--- src/rtl/btn_press_classifier_pkg.sv ---
// Shared state encoding, event bundle and default timing for button classification.
// Also imported by the control FSM so both sides agree on state names.
package btn_press_classifier_pkg;

    typedef enum logic [2:0] {
        S_IDLE   = 3'd0,
        S_PRESS1 = 3'd1,
        S_WAIT2  = 3'd2,
        S_PRESS2 = 3'd3,
        S_LONG   = 3'd4
    } state_t;

    typedef struct packed {
        logic press;
        logic short_p;
        logic dbl;
        logic long_p;
        logic rpt;
    } evt_t;

    localparam int DEF_CNT_W       = 26;
    localparam int DEF_LONG_CYC    = 50_000_000;
    localparam int DEF_DBL_GAP_CYC = 25_000_000;
    localparam int DEF_REPEAT_CYC  = 10_000_000;

endpackage

--- src/rtl/btn_press_classifier_edge_det.sv ---
// Registers a debounced level and flags its rising and falling edges.
// Reusable for any other debounced input.
module btn_edge_det (
    input  logic clk,
    input  logic rst,
    input  logic level,
    output logic rise,
    output logic fall
);

    logic level_q;

    always_ff @(posedge clk) begin
        if (rst) level_q <= 1'b0;
        else     level_q <= level;
    end

    assign rise = level & ~level_q;
    assign fall = ~level & level_q;

endmodule

--- src/rtl/btn_press_classifier.sv ---
// Classifies debounced button activity into press, short, double, long and repeat events.
// All outputs are registered; one event pulse at most per cycle.
module btn_press_classifier
    import btn_press_classifier_pkg::*;
#(
    parameter int CNT_W       = DEF_CNT_W,
    parameter int LONG_CYC    = DEF_LONG_CYC,
    parameter int DBL_GAP_CYC = DEF_DBL_GAP_CYC,
    parameter int REPEAT_CYC  = DEF_REPEAT_CYC
) (
    input  logic clk,
    input  logic rst,
    input  logic btn_clean,
    output logic press_pulse,
    output logic short_press,
    output logic double_click,
    output logic long_press,
    output logic repeat_pulse,
    output logic held
);

    localparam longint MAX_CYC = (longint'(1) << CNT_W) - 1;

    if (longint'(LONG_CYC) < 2 || longint'(LONG_CYC) > MAX_CYC ||
        longint'(DBL_GAP_CYC) < 2 || longint'(DBL_GAP_CYC) > MAX_CYC ||
        longint'(REPEAT_CYC) < 2 || longint'(REPEAT_CYC) > MAX_CYC) begin : g_bad_cfg
        $error("btn_press_classifier: timing parameter out of range for CNT_W");
    end

    localparam logic [CNT_W-1:0] LONG_END = CNT_W'(LONG_CYC - 1);
    localparam logic [CNT_W-1:0] GAP_END  = CNT_W'(DBL_GAP_CYC - 1);
    localparam logic [CNT_W-1:0] REP_END  = CNT_W'(REPEAT_CYC - 1);

    logic rise;
    logic fall;

    btn_edge_det u_edge (
        .clk   (clk),
        .rst   (rst),
        .level (btn_clean),
        .rise  (rise),
        .fall  (fall)
    );

    state_t           state, state_nx;
    logic [CNT_W-1:0] cnt, cnt_nx;
    evt_t             evt, evt_nx;
    logic             held_q;

    always_ff @(posedge clk) begin
        if (rst) begin
            state  <= S_IDLE;
            cnt    <= '0;
            evt    <= '0;
            held_q <= 1'b0;
        end else begin
            state  <= state_nx;
            cnt    <= cnt_nx;
            evt    <= evt_nx;
            held_q <= (state_nx == S_LONG);
        end
    end

    // Edge checks come before timer expiry so a coincident edge wins.
    always_comb begin
        state_nx = state;
        cnt_nx   = cnt + 1'b1;
        evt_nx   = '0;
        unique case (state)
            S_IDLE: begin
                cnt_nx = '0;
                if (rise) begin
                    state_nx     = S_PRESS1;
                    evt_nx.press = 1'b1;
                end
            end
            S_PRESS1: begin
                if (fall) begin
                    state_nx = S_WAIT2;
                    cnt_nx   = '0;
                end else if (cnt == LONG_END) begin
                    state_nx      = S_LONG;
                    cnt_nx        = '0;
                    evt_nx.long_p = 1'b1;
                end
            end
            S_WAIT2: begin
                if (rise) begin
                    state_nx     = S_PRESS2;
                    cnt_nx       = '0;
                    evt_nx.press = 1'b1;
                end else if (cnt == GAP_END) begin
                    state_nx       = S_IDLE;
                    cnt_nx         = '0;
                    evt_nx.short_p = 1'b1;
                end
            end
            S_PRESS2: begin
                if (fall) begin
                    state_nx   = S_IDLE;
                    cnt_nx     = '0;
                    evt_nx.dbl = 1'b1;
                end else if (cnt == LONG_END) begin
                    state_nx      = S_LONG;
                    cnt_nx        = '0;
                    evt_nx.long_p = 1'b1;
                end
            end
            S_LONG: begin
                if (fall) begin
                    state_nx = S_IDLE;
                    cnt_nx   = '0;
                end else if (cnt == REP_END) begin
                    cnt_nx     = '0;
                    evt_nx.rpt = 1'b1;
                end
            end
            default: begin
                state_nx = S_IDLE;
                cnt_nx   = '0;
            end
        endcase
    end

    assign press_pulse  = evt.press;
    assign short_press  = evt.short_p;
    assign double_click = evt.dbl;
    assign long_press   = evt.long_p;
    assign repeat_pulse = evt.rpt;
    assign held         = held_q;

endmodule

--- config.mk ---
export PLATFORM = sky130hd
export DESIGN_NAME = btn_press_classifier
export DESIGN_NICKNAME = d
export VERILOG_FILES = /design/src/rtl/btn_press_classifier_pkg.sv /design/src/rtl/btn_press_classifier_edge_det.sv /design/src/rtl/btn_press_classifier.sv
export SDC_FILE = /design/constraint.sdc
export NUM_CORES = 1
export LEC_CHECK = 0
export BUFFER_PORTS_ARGS = -buffer_cell sky130_fd_sc_hd__buf_4
export CORE_MARGIN = 5
export CORE_UTILIZATION = 30
export CTS_CLUSTER_DIAMETER = 150
export DETAILED_ROUTE_END_ITERATION = 8
export PLACE_DENSITY = 0.42
export REMOVE_ABC_BUFFERS = 1
export SYNTH_ARGS = -nofsm -noshare
export SYNTH_HDL_FRONTEND = slang
export SYNTH_SLANG_ARGS = --single-unit
export TNS_END_PERCENT = 20
--- constraint.sdc ---
create_clock -name clk -period 2.3 [get_ports clk]
set_input_delay 0.46 -clock clk [delete_from_list [all_inputs] [get_ports clk]]
set_output_delay 0.46 -clock clk [all_outputs]
set_load 0.02 [all_outputs]
## Word-level counts from Yosys, hierarchy flattened

Index checks and enable logic that the tools add are counted.

| storage, ports and cells | value |
|---|---|
| flip-flop bits (word level) | 36 |

| cells by class | value |
|---|---|
| add/subtract/negate cells | 1 |
| equal/unequal tests | 8 |
| mux-type cells | 20 |
| bitwise logic cells | 9 |
| reduce and logical (&&, ||, !) cells | 8 |

Operator list:

| cell | count |
|---|---|
| $mux W26 | 6 |
| $pmux W26 S3 | 1 |
| $add A26 B1 Y26 const B | 1 |
| $eq A26 B24 Y1 const B | 1 |
| $eq A26 B25 Y1 const B | 1 |
| $eq A26 B26 Y1 const B | 1 |
| $mux W3 | 7 |
| $pmux W3 S5 | 1 |
| $reduce_or A3 Y1 | 3 |
| $reduce_or A2 Y1 | 4 |
| $not A1 Y1 | 7 |
| $eq A3 B2 Y1 const B | 2 |
| $eq A3 B3 Y1 const B | 2 |
| $mux W1 | 5 |
| $eq A3 B1 Y1 const B | 1 |
| $logic_not A3 Y1 | 1 |
| $and A1 B1 Y1 | 2 |

## Depth between registers and ports, before layout

| depth | value |
|---|---|
| depth in word-level cells | 5 |
| gate-level depth with buffers | 8 |
| gate-level depth less buffers | 6 |

## Cells and area by module

A second synthesis with hierarchy kept.

| second synthesis, totals | value |
|---|---|
| cell total of the unflattened synthesis | 183 |
| area total of the unflattened synthesis | 1,767.9 um^2 |

Modules (own cells, without submodules):

| module | instances | cells an instance | area an instance (um^2) | sequential area each (um^2) |
|---|---|---|---|---|
| btn_press_classifier | 1 | 179 | 1,729.2 | 700.7 |
| btn_edge_det | 1 | 4 | 38.8 | 20.0 |

## Worst setup path after synthesis

Ideal clock, no wire load.

| timing | value |
|---|---|
| kind | flip-flop to flip-flop |
| from | register cnt[0] |
| to | register cnt[24] |
| setup time | 119 ps |
| data arrival time | 1,713 ps |
| data required time | 2,181 ps |
| path slack | 468 ps |
| cell stages (with the launch flop) | 8 |
| buffers on the path | 1 |
| period minus slack after synthesis | 1,832 ps |
| cells stage by stage | dfxtp_1 ha_1 inv_1 or4_4 buf_6 nor4_4 xnor2_1 a21oi_2 |

| between the ends | value |
|---|---|
| longest elaborated chain between the ends | 4 |
| elaborated cells between the ends (all ways) | 11 |
| classes of those cells | 1 x add/sub; 3 x eq/ne; 7 x mux |

RTL lines:

| item | RTL line | source |
|---|---|---|
| from (decl) | btn_press_classifier.sv:46 | `logic [CNT_W-1:0] cnt, cnt_nx;` |
| from (signal assigned) | btn_press_classifier.sv:58 | `cnt <= cnt_nx;` |
| $add A26 B1 Y26, or another cell as far along | btn_press_classifier.sv:67 | `cnt_nx = cnt + 1'b1;` |
| $mux W26, on equally long branches | -- |  |
| $mux W26, on equally long branches | btn_press_classifier.sv:110, btn_press_classifier.sv:88, btn_press_classifier.sv:99 |  |
| $pmux W26 S3 (*) | btn_press_classifier.sv:69 | `unique case (state)` |

Mark *: on every way between the ends. The rest lies on a longest branch, timed or not.
A chain may end at the register's enable or synchronous reset.

## Worst setup path after layout

| timing | value |
|---|---|
| from | register cnt[24] |
| to | register cnt[23] |

| between the ends | value |
|---|---|
| longest elaborated chain between the ends | 4 |
| elaborated cells between the ends (all ways) | 10 |
| classes of those cells | 3 x eq/ne; 7 x mux |

RTL lines:

| item | RTL line | source |
|---|---|---|
| $eq A26 B24 Y1, or another cell as far along | btn_press_classifier.sv:113 | `end else if (cnt == REP_END) begin` |
| $mux W26, on equally long branches | -- |  |
| $mux W26, on equally long branches | btn_press_classifier.sv:110, btn_press_classifier.sv:88, btn_press_classifier.sv:99 |  |
| $pmux W26 S3 (*) | btn_press_classifier.sv:69 |  |

Marked as above.

==> qor_table.md <==
| Result | Value |
| --- | --- |
| Internal power | 911 uW |
| Proportion of synthesized chip area in sequential cells | 39.8% |
| Critical path endpoint category | register |
| Yosys reg bits | 36 |
| Top cell type by total area after synthesis | dfxtp_1 |
| Portion of total power attributed to the clock network | 41.1% |
| Final GP Congestion | 0.871 |
| Hold Buf Count CTS | 0 |
| Root Driver | clkbuf_8 |
| Die outline width | 87.7 um |
| Power Total | 1.15 mW |
| Final Net Count | 212 |
| Run status | finished, final reports clean |
| Final count of negative-setup-slack endpoints | 0 |
| Clock tree from TritonCTS | yes |
| Count of input and output buffers | 8 |
| Pins Over Slew Limit | 0 |
| Worst Path Arrival | 2.24 ns |
| Wire length of the first global-routing pass | 6700 um |
| Worst-skew pair later-pin latency | 0.28 ns |
| Post-layout minimum cycle time | 2.08 ns |
| Area enclosed by the die boundary | 7680 um^2 |
| Final Hold Slack | 0.356 ns |
| Clock transition at the registers of the reported paths | 0.07 ns |
| Netlist area before placement | 1810 um^2 |
| Peak supply drop | 0.175 mV |
| Critical path type | register to register |
| Placeable Area | 5890 um^2 |
| Antenna violations before repair | 0 |
| Worst Path Buf+Inv | 1 |
| Global routing usage summed across all routing layers | 11.1% |
| Max-Cap Viols | 0 |
| Maximum number of pins on one net before global-route repair | 27 |
| Remaining Overflow, GRT | 0 |
| Cell types with the largest area share after synthesis | dfxtp_1 (40%), a21oi_2 (9.2%), xnor2_1 (5.8%), xor2_1 (5.8%), nand2_1 (3.7%) |
| Final worst path period share | 90.4% |
| Router iterations before antenna repair | 4 |
| Switching share of power | 20.7% |
| Combinational cell fraction of total power | 3.7% |
| Post-synthesis average cell area | 9.28 um^2 |
| Yosys warns | 0 |
| Sink Count | 36 |
| Share of the synthesized area in the top cell type | 39.8% |
| Reg-to-reg setup timing slack | 0.22 ns |
| Gate family responsible for the most delay along the worst path | simple AND/OR/NAND/NOR gates |
| Primary flip-flop cell chosen by synthesis mapping | dfxtp_1 |
| Required time of the worst setup path | 2.46 ns |
| DRT antenna net count | 0 |
| Setup slack of the critical path after layout | 0.221 ns |
| Per-cell via count in the routed design | 4.93 |
| Number of synthesized flops with an enable pin | 0 |
| Total detailed-routing wirelength | 3790 um |
| Post-DR wirelength/cell | 13.4 um |
| Static leakage | 0.636 nW |
| Worst path cell trace | or4bb_1 -> nor3_1 -> nand3_1 -> a21oi_4 -> buf_4 -> a21boi_0 |
| Starting density of the core | 30.7% |
| Total number of placement rows | 28 |
| Rel. slew slack | 75.0% |
| FILL cells | 616 |
| Maximum level of the CTS H-tree | 2 |
| Distinct cells, synth | 36 |
| Power density over the cells | 556 nW/um^2 |
| Kind of start point of the critical path | register |
| CP max stage delay | 0.49 ns |
| DP Wirelength | 2860 um |
| Die outline height | 87.7 um |
| Setup Skew | 0.00391 ns |
| Setup repair after global routing missed its margin | no |
| Total number of vias | 1396 |
| Peak fanout along the critical path | 12 |
| Max Buffers Root-to-Sink | 2 |
| Post-route DRC | 0 |
| Path category of the worst min-delay check | input port to register |
| Drt first-iter violations | 37 |
| Minimum setup slack after placement | 0.230 ns |
| Via count of the first global-routing pass | 1441 |
| Post-cts repair resize count | 0 |
| NetSw | 239 uW |
| Slowest stage cell, crit path | or4bb_1 |
| Hold Violations, Final | 0 |
| Share of flip-flops with an asynchronous set or reset after synthesis | 0% |
| Proportion of layout cells with a drive suffix above 1 | 25.5% |
| Reg power frac | 55.2% |
| Antenna diode instance count | 0 |
| Clock buffers created by TritonCTS | 5 |
| Top Ports | 9 |
| Worst Max-Slew Pin Slew | 0.371 ns |
| Setup repair bufs after CTS | 0 |
| Synthesized instance count | 195 |
| Top achievable clock speed | 481 MHz |
| Area added between synthesis and finish | 14.3% |
| Final-layout setup total negative slack | 0 ns |
-- layer usage --
| metal | global-route usage, % | wire length (um) | share of wire, % | vias to the layer above |
|---|---|---|---|---|
| met5 | 0 | 0 | 0 | - |
| met2 | 18.0 | 1800 | 47 | 18 |
| met4 | 5.16 | 86 | 2.3 | 0 |
| met3 | 3.20 | 126 | 3.3 | 7 |
| li1 | - | - | - | 712 |
| met1 | 13.5 | 1780 | 47 | 659 |
-- kinds of logic (layout without fill, tap and decap cells) --
logic type	count (synthesis)	count (layout)	share of synthesized area, %
and+or+nand+nor	89	89	29.6
DFF	36	36	39.8
AOI/OAI and AO/OA	33	33	14.0
xor gates and xnor gates	24	24	11.6
buffers and inverters	12	25	4.22
adders and majority gates	1	1	0.691
-- layout make-up --
type | count | area (um^2) | share of cell area (%)
multi-input combinational | 147 | 1010 | 48.9
sequential | 36 | 721 | 34.8
timing repair buffer | 14 | 130 | 6.29
clock buffer | 7 | 96.3 | 4.66
tap | 75 | 93.8 | 4.54
inverter | 4 | 15.0 | 0.726
-- worst paths after layout --
| path | startpoint | endpoint | cells after the start |
|---|---|---|---|
| max | cnt[24]$_SDFF_PP0_ | cnt[23]$_SDFF_PP0_ | 6 |
| min | rst | u_edge.level_q$_SDFF_PP0_ | 2 |
| max reg2reg | cnt[24]$_SDFF_PP0_ | cnt[23]$_SDFF_PP0_ | 6 |
| min reg2reg | cnt[0]$_SDFF_PP0_ | cnt[0]$_SDFF_PP0_ | 1 |
-- state kept, by name, indices dropped and copies added (netlist names) --
name	flops
press_pulse	1
held	1
double_click	1
state	3
cnt	26
u_edge.level_q	1
short_press	1
repeat_pulse	1
long_press	1
-- cell usage in the layout (no fill, tap or decap), types with 2 or more instances in the layout --
master and count:
nand4b_1 2, nand2b_1 3, xnor2_1 12, a21oi_2 19, nor2_1 11, and3_1 2
nand4_1 5, or2_2 4, nor3_2 2, nand3_1 13, dfxtp_1 36, inv_1 4
xor2_1 12, or3_1 2, or4_1 3, a21boi_0 2, nor2b_1 2, nor4_1 5
clkbuf_8 7, nor4_2 2, nor3_1 8, nand2_1 18, buf_12 2, a21oi_1 10
buf_4 12
-- power by group through the flow --
stage,sequential [mW],combinational [mW],clock [mW]
2_1_floorplan,0.649,0.0249,0
3_3_place_gp,0.649,0.0421,0
3_5_place_dp,0.649,0.0427,0
4_1_cts,0.635,0.0429,0.498
5_1_grt,0.635,0.0473,0.522
6_report,0.635,0.0423,0.472
-- synthesized netlist by cell type (3+ instances only) --
cell	count
buf_6	3
nand4_1	5
or4_1	3
a21oi_1	10
nor2_1	11
nor3_1	8
nand3_1	13
nor4_1	5
inv_1	4
a21oi_2	19
dfxtp_1	36
xnor2_1	12
xor2_1	12
or2_2	4
nand2b_1	3
nand2_1	18
-- per-stage QoR --
step           std cells  util, %  cell area (um^2)
2_1_floorplan        187        -              1750
3_3_place_gp         276     33.5              1970
3_5_place_dp         276     33.5              1970
4_1_cts              283     35.1              2070
5_1_grt              283     35.1              2070
6_report             283     35.1              2070
Note: power is estimated with default switching activity, not from simulation.
